## src/rtl/xif_scb_pkg.sv

```systemverilog
// Shared types and helpers for the XIF instruction-ID scoreboard.
package xif_scb_pkg;

  typedef enum logic [1:0] {
    ST_RUN     = 2'd0,
    ST_DRAIN   = 2'd1,
    ST_DRAINED = 2'd2
  } xif_scb_state_e;

  // Width of a counter that must hold the values 0..max_outstanding inclusive.
  function automatic int cnt_width(input int max_outstanding);
    return $clog2(max_outstanding + 1);
  endfunction

endpackage

```

## src/rtl/xif_scb_watchdog.sv

```systemverilog
// Outstanding-instruction watchdog: counts cycles without forward progress and
// raises a sticky timeout. Only built when XIF_SCB_WATCHDOG_EN is defined.
`ifdef XIF_SCB_WATCHDOG_EN
module xif_scb_watchdog #(
  parameter int TIMEOUT_CYCLES = 1024
) (
  input  logic clk_i,
  input  logic rst_ni,
  input  logic active_i,
  input  logic free_i,
  input  logic clr_i,
  output logic err_o,
  output logic timeout_o
);

  localparam int CW = $clog2(TIMEOUT_CYCLES + 1);

  logic [CW-1:0] cnt_q, cnt_d;
  logic          timeout_q, timeout_d;
  logic          hit;

  // Counter holds once expired so the error pulse fires only once per timeout.
  always_comb begin
    cnt_d = cnt_q;
    hit   = 1'b0;
    if (clr_i || free_i || !active_i) begin
      cnt_d = '0;
    end else if (!timeout_q) begin
      cnt_d = cnt_q + CW'(1);
      hit   = (cnt_q == CW'(TIMEOUT_CYCLES - 1));
    end
    timeout_d = hit | (timeout_q & ~clr_i);
  end

  always_ff @(posedge clk_i or negedge rst_ni) begin
    if (!rst_ni) begin
      cnt_q     <= '0;
      timeout_q <= 1'b0;
    end else begin
      cnt_q     <= cnt_d;
      timeout_q <= timeout_d;
    end
  end

  assign err_o     = hit;
  assign timeout_o = timeout_q;

endmodule
`endif

```

## src/rtl/xif_scoreboard.sv

```systemverilog
// CORE-V-XIF offload scoreboard: ID allocation, outstanding bitmap, drain FSM and
// protocol-error flags. Optional watchdog enabled by defining XIF_SCB_WATCHDOG_EN.
module xif_scoreboard
  import xif_scb_pkg::*;
#(
  parameter int ID_WIDTH        = 4,
  parameter int MAX_OUTSTANDING = 16,
  parameter int TIMEOUT_CYCLES  = 1024
) (
  input  logic                                  clk_i,
  input  logic                                  rst_ni,
  input  logic                                  issue_valid_i,
  input  logic                                  issue_ready_i,
  input  logic                                  issue_accept_i,
  output logic [ID_WIDTH-1:0]                   next_id_o,
  output logic                                  issue_stall_o,
  input  logic                                  commit_valid_i,
  input  logic [ID_WIDTH-1:0]                   commit_id_i,
  input  logic                                  commit_kill_i,
  input  logic                                  result_valid_i,
  input  logic                                  result_ready_i,
  input  logic [ID_WIDTH-1:0]                   result_id_i,
  input  logic                                  drain_req_i,
  output logic                                  drained_o,
  output logic [(1<<ID_WIDTH)-1:0]              busy_vec_o,
  output logic [cnt_width(MAX_OUTSTANDING)-1:0] outstanding_cnt_o,
  output logic                                  err_o,
  output logic                                  err_sticky_o,
  input  logic                                  err_clr_i,
  output logic                                  timeout_o
);

  localparam int NUM_IDS = 1 << ID_WIDTH;
  localparam int CNT_W   = cnt_width(MAX_OUTSTANDING);

  if (MAX_OUTSTANDING < 1 || MAX_OUTSTANDING > NUM_IDS || TIMEOUT_CYCLES < 1) begin : g_bad_cfg
    $error("xif_scoreboard: MAX_OUTSTANDING must be 1..2**ID_WIDTH and TIMEOUT_CYCLES >= 1");
  end

  logic [NUM_IDS-1:0]  busy_q, busy_d;
  logic [CNT_W-1:0]    cnt_q, cnt_d;
  logic [ID_WIDTH-1:0] next_id_q, next_id_d;
  xif_scb_state_e      state_q, state_d;
  logic                err_q, err_d, err_sticky_q;
  logic                stall, alloc, alloc_ok, alloc_err;
  logic                free_r, free_k, kill_dup, ok_r, ok_k, bad_r, bad_k;
  logic                wd_err, timeout;

  assign stall = busy_q[next_id_q] | (cnt_q == CNT_W'(MAX_OUTSTANDING)) | (state_q != ST_RUN);

  assign alloc     = issue_valid_i & issue_ready_i & issue_accept_i;
  assign alloc_ok  = alloc & ~stall;
  assign alloc_err = alloc & stall;

  // A result and a kill naming the same ID collapse into one free.
  assign free_r   = result_valid_i & result_ready_i;
  assign free_k   = commit_valid_i & commit_kill_i;
  assign kill_dup = free_r & free_k & (commit_id_i == result_id_i);
  assign ok_r     = free_r & busy_q[result_id_i];
  assign bad_r    = free_r & ~busy_q[result_id_i];
  assign ok_k     = free_k & ~kill_dup & busy_q[commit_id_i];
  assign bad_k    = free_k & ~kill_dup & ~busy_q[commit_id_i];

  always_comb begin
    busy_d = busy_q;
    if (ok_r) busy_d[result_id_i] = 1'b0;
    if (ok_k) busy_d[commit_id_i] = 1'b0;
    if (alloc_ok) busy_d[next_id_q] = 1'b1;
    cnt_d     = cnt_q + CNT_W'(alloc_ok) - CNT_W'(ok_r) - CNT_W'(ok_k);
    next_id_d = alloc_ok ? next_id_q + ID_WIDTH'(1) : next_id_q;
    err_d     = alloc_err | bad_r | bad_k | wd_err;
  end

  // Draining completes on the registered count, so the last free lands first.
  always_comb begin
    state_d = state_q;
    unique case (state_q)
      ST_RUN:     if (drain_req_i) state_d = (cnt_q != '0) ? ST_DRAIN : ST_DRAINED;
      ST_DRAIN: begin
        if (cnt_q == '0)       state_d = ST_DRAINED;
        else if (!drain_req_i) state_d = ST_RUN;
      end
      ST_DRAINED: if (!drain_req_i) state_d = ST_RUN;
      default:    state_d = ST_RUN;
    endcase
  end

  always_ff @(posedge clk_i or negedge rst_ni) begin
    if (!rst_ni) begin
      busy_q       <= '0;
      cnt_q        <= '0;
      next_id_q    <= '0;
      state_q      <= ST_RUN;
      err_q        <= 1'b0;
      err_sticky_q <= 1'b0;
    end else begin
      busy_q       <= busy_d;
      cnt_q        <= cnt_d;
      next_id_q    <= next_id_d;
      state_q      <= state_d;
      err_q        <= err_d;
      err_sticky_q <= err_d | (err_sticky_q & ~err_clr_i);
    end
  end

`ifdef XIF_SCB_WATCHDOG_EN
  xif_scb_watchdog #(
    .TIMEOUT_CYCLES(TIMEOUT_CYCLES)
  ) u_watchdog (
    .clk_i     (clk_i),
    .rst_ni    (rst_ni),
    .active_i  (cnt_q != '0),
    .free_i    (ok_r | ok_k),
    .clr_i     (err_clr_i),
    .err_o     (wd_err),
    .timeout_o (timeout)
  );
`else
  assign wd_err  = 1'b0;
  assign timeout = 1'b0;
`endif

  assign next_id_o         = next_id_q;
  assign issue_stall_o     = stall;
  assign drained_o         = (state_q == ST_DRAINED);
  assign busy_vec_o        = busy_q;
  assign outstanding_cnt_o = cnt_q;
  assign err_o             = err_q;
  assign err_sticky_o      = err_sticky_q;
  assign timeout_o         = timeout;

endmodule
```

## config.mk

```make
export PLATFORM = sky130hd
export DESIGN_NAME = xif_scoreboard
export DESIGN_NICKNAME = d
export VERILOG_FILES = /design/src/rtl/xif_scb_pkg.sv /design/src/rtl/xif_scb_watchdog.sv /design/src/rtl/xif_scoreboard.sv
export SDC_FILE = /design/constraint.sdc
export NUM_CORES = 1
export LEC_CHECK = 0
export CORE_MARGIN = 3
export CORE_UTILIZATION = 39
export CTS_CLUSTER_SIZE = 12
export DETAILED_ROUTE_END_ITERATION = 10
export GPL_TIMING_DRIVEN = 0
export PLACE_DENSITY = 0.73
export SYNTH_ARGS = -nofsm -noshare
export SYNTH_HDL_FRONTEND = slang
export SYNTH_HIERARCHICAL = 1
export SYNTH_SLANG_ARGS = --single-unit
```

## constraint.sdc

```tcl
create_clock -name clk_i -period 3.9 [get_ports clk_i]
set_input_delay 0.39 -clock clk_i [delete_from_list [all_inputs] [get_ports clk_i]]
set_output_delay 0.39 -clock clk_i [all_outputs]
set_load 0.02 [all_outputs]
```

==> impl_metrics.tcl <==
set metrics [dict create \
    finalCritPeriodShare 0.936 \
    drc_errors 0 \
    core-area_um2 5240 \
    die_area_um2 6520 \
    avgSynthCellArea_um2 10.1 \
    syn_inst 215 \
    drt_iter0_drc 183 \
    max_freq_mhz 274 \
    syn_area_um2 2180 \
    drtAntennaViolNets 0 \
    ir_drop_uv 398 \
    vias_per_cell 5.88 \
    synth-seq-cells 29 \
    clockRootBuffer "clkbuf_8" \
    diodes 0 \
    h-tree-depth 2 \
    dominantRegCellSynth "dfrtp_1" \
    synth_cell_types 58 \
    worstPathMaxFanout 10 \
    synthArstFlopShare 1.00 \
    hold_ws_ps 123 \
    maxSlewViolCount 0 \
    place_congestion 0.957 \
    ys_seq_area_frac 0.333 \
    holdBufCountCts 0 \
    cts_made_buffers 5 \
    status "complete, no violations" \
    syn_nets 246 \
    drt_wl_total_um 6230 \
    dp_hpwl_um 4740 \
    vias 1976 \
    relSlewSlack 0.353 \
    rsz0062_at_grt "no" \
    clockBufferDepth 2 \
    grt_max_degree 30 \
    hold_path.class "input pin to asynchronous set/reset pin" \
    die_w_um 80.7 \
    area_delta_synth_final_pct 28.5 \
    worstSetupEndpointType "flop" \
    die_height_um 80.7 \
    io_buffers 43 \
    wl_per_cell_um 18.5 \
    cap_violations 0 \
    io-pin-count 49 \
    fp-row-count 26 \
    min_period_ps 3650 \
    grt_usage 0.206 \
    cp.required_ps 4070 \
    synth_warnings 6 \
    antenna_found_initial 0 \
    post_cts_buffers 0 \
    dpl_cell_area_um2 2700 \
    synth_edf_count 0 \
    power_density_nw_per_um2 705 \
    critPathKind "input pin to flop" \
    p_leak_nw 1.18 \
    worst_ep_arrival_time_ps 3830 \
    first_pass_iters 4 \
    grt.overflow.total 0 \
    initial_utilization 0.416 \
    hold_viol 0 \
    tightest_slew_ps 945 \
    start_kind "input pin" \
    setup_viol 0 \
    grt_pass1_vias 2006 \
    grt_pass1_wl_um 10100 \
    clkTransAtPathRegs_ps 70 \
    clk_latency_ps 290 \
    tritoncts "yes" \
    cts_sinks 29 \
    cts_resized 0 \
    final_area_um2 2800 \
    finalClockSkew_ps 8.72 \
    layout.nets 297 \
    drive_gt1_frac 0.113 \
]
## path summary, 6_finish.rpt
kind / from / end / slack, ps / cells after the start
setup / recovery: commit_id_i[3] / outstanding_cnt_o[3] / 250 / 13
hold / removal: rst_ni / next_id_o[3] / 120 / 1
setup reg to reg: next_id_o[0] / outstanding_cnt_o[3] / 520 / 12
hold reg to reg: err_sticky_o / err_sticky_o / 540 / 2
max in group asynchronous: rst_ni / busy_vec_o[0] / 3350 / 1
min in group clk_i: err_sticky_o / err_sticky_o / 540 / 2
## synth_stat cells, types with 3 or more instances
cell,n,area [um^2]
a21oi_1,3,15.0
a31o_1,4,35.0
a31oi_1,4,25.0
a41o_1,3,30.0
buf_2,3,15.0
clkbuf_1,4,15.0
dfrtp_1,29,726
ha_1,10,125
inv_1,16,60.1
mux2i_1,3,30.0
mux4_2,9,203
nand2_1,14,52.6
nand2b_1,4,25.0
nand3_1,8,40.0
nand4b_1,3,26.3
nor2_1,12,45.0
nor2b_1,6,37.5
nor3_1,3,15.0
o21ai_0,15,75.1
o221ai_1,6,52.6
o22ai_1,3,18.8
xnor2_1,5,43.8
xor2_1,5,43.8
## flip-flops by register name (all words and copies together) (netlist names)
register           count
state_q                2
err_sticky_o           1
next_id_o              4
outstanding_cnt_o      5
err_o                  1
busy_vec_o            16
## cell families (layout without fill, tap and decap cells)
group                    Yosys count  after routing  share of synthesized area
flip-flops                        29             29                      0.333
XOR/XNOR                          10             10                     0.0402
AND/OR/NAND/NOR                   62             62                      0.156
other                              1              1                    0.00172
multiplexers                      15             15                      0.136
buffers and inverters             29             80                     0.0666
adder cells (fa/ha/maj)           12             12                     0.0758
AO/OA/AOI/OAI                     57             57                      0.190
## metrics by stage
step                utilization  setup TNS, ps  power (mW)  worst slack [ps]  std cells
floorplan                     -              0        1.22               616        215
CTS                       0.535              0        1.97               264        335
global route              0.534              0        2.10              98.4        336
finish                    0.534              0        1.97               249        336
global placement          0.515          -8.65        1.64             -8.65        328
detailed placement        0.515          -22.8        1.67             -22.8        328
## layout make-up
| cell class | count | area [um^2] |
|---|---|---|
| Buffer | 12 | 76.3 |
| Clock buffer | 5 | 68.8 |
| Clock inverter | 2 | 35.0 |
| Fill cell | 484 | 2440 |
| Inverter | 17 | 68.8 |
| Multi-Input combinational cell | 157 | 1310 |
| Sequential cell | 29 | 726 |
| Tap cell | 70 | 87.6 |
| Timing Repair Buffer | 44 | 429 |
## critical path, cell delays in order
cell and delay [ps]:
clkdlybuf4s50_1 550, clkbuf_1 400, mux4_2 370, a22oi_1 230
a21bo_2 270, nor2b_1 140, fa_1 360, ha_1 280
inv_1 60, ha_1 160, inv_1 60, fa_1 390
xor2_1 180
## per-layer routing
layer | up-vias | part of all wire | global-route usage
met5 | - | 0 | 0
met4 | 0 | 0.017 | 0.0625
met3 | 14 | 0.089 | 0.0610
met2 | 88 | 0.48 | 0.344
met1 | 968 | 0.41 | 0.259
li1 | 906 | - | -
## cells in the final DEF (no fill, tap or decap), types with 4 or more instances in the layout
cell type,instances
a31o_1,4
a31oi_1,4
buf_2,4
clkbuf_1,5
clkbuf_8,5
clkdlybuf4s50_1,42
dfrtp_1,29
ha_1,10
inv_1,16
mux4_2,9
nand2_1,14
nand2b_1,4
nand3_1,8
nor2_1,12
nor2b_1,6
o21ai_0,15
o221ai_1,6
xnor2_1,5
xor2_1,5
## where the power goes
| group | switching (mW) | internal (mW) | total (mW) |
|---|---|---|---|
| sequential | 0.164 | 0.417 | 0.581 |
| combinational | 0.566 | 0.527 | 1.09 |
| clock | 0.114 | 0.185 | 0.299 |
Note: power is estimated with default switching activity, not from simulation.
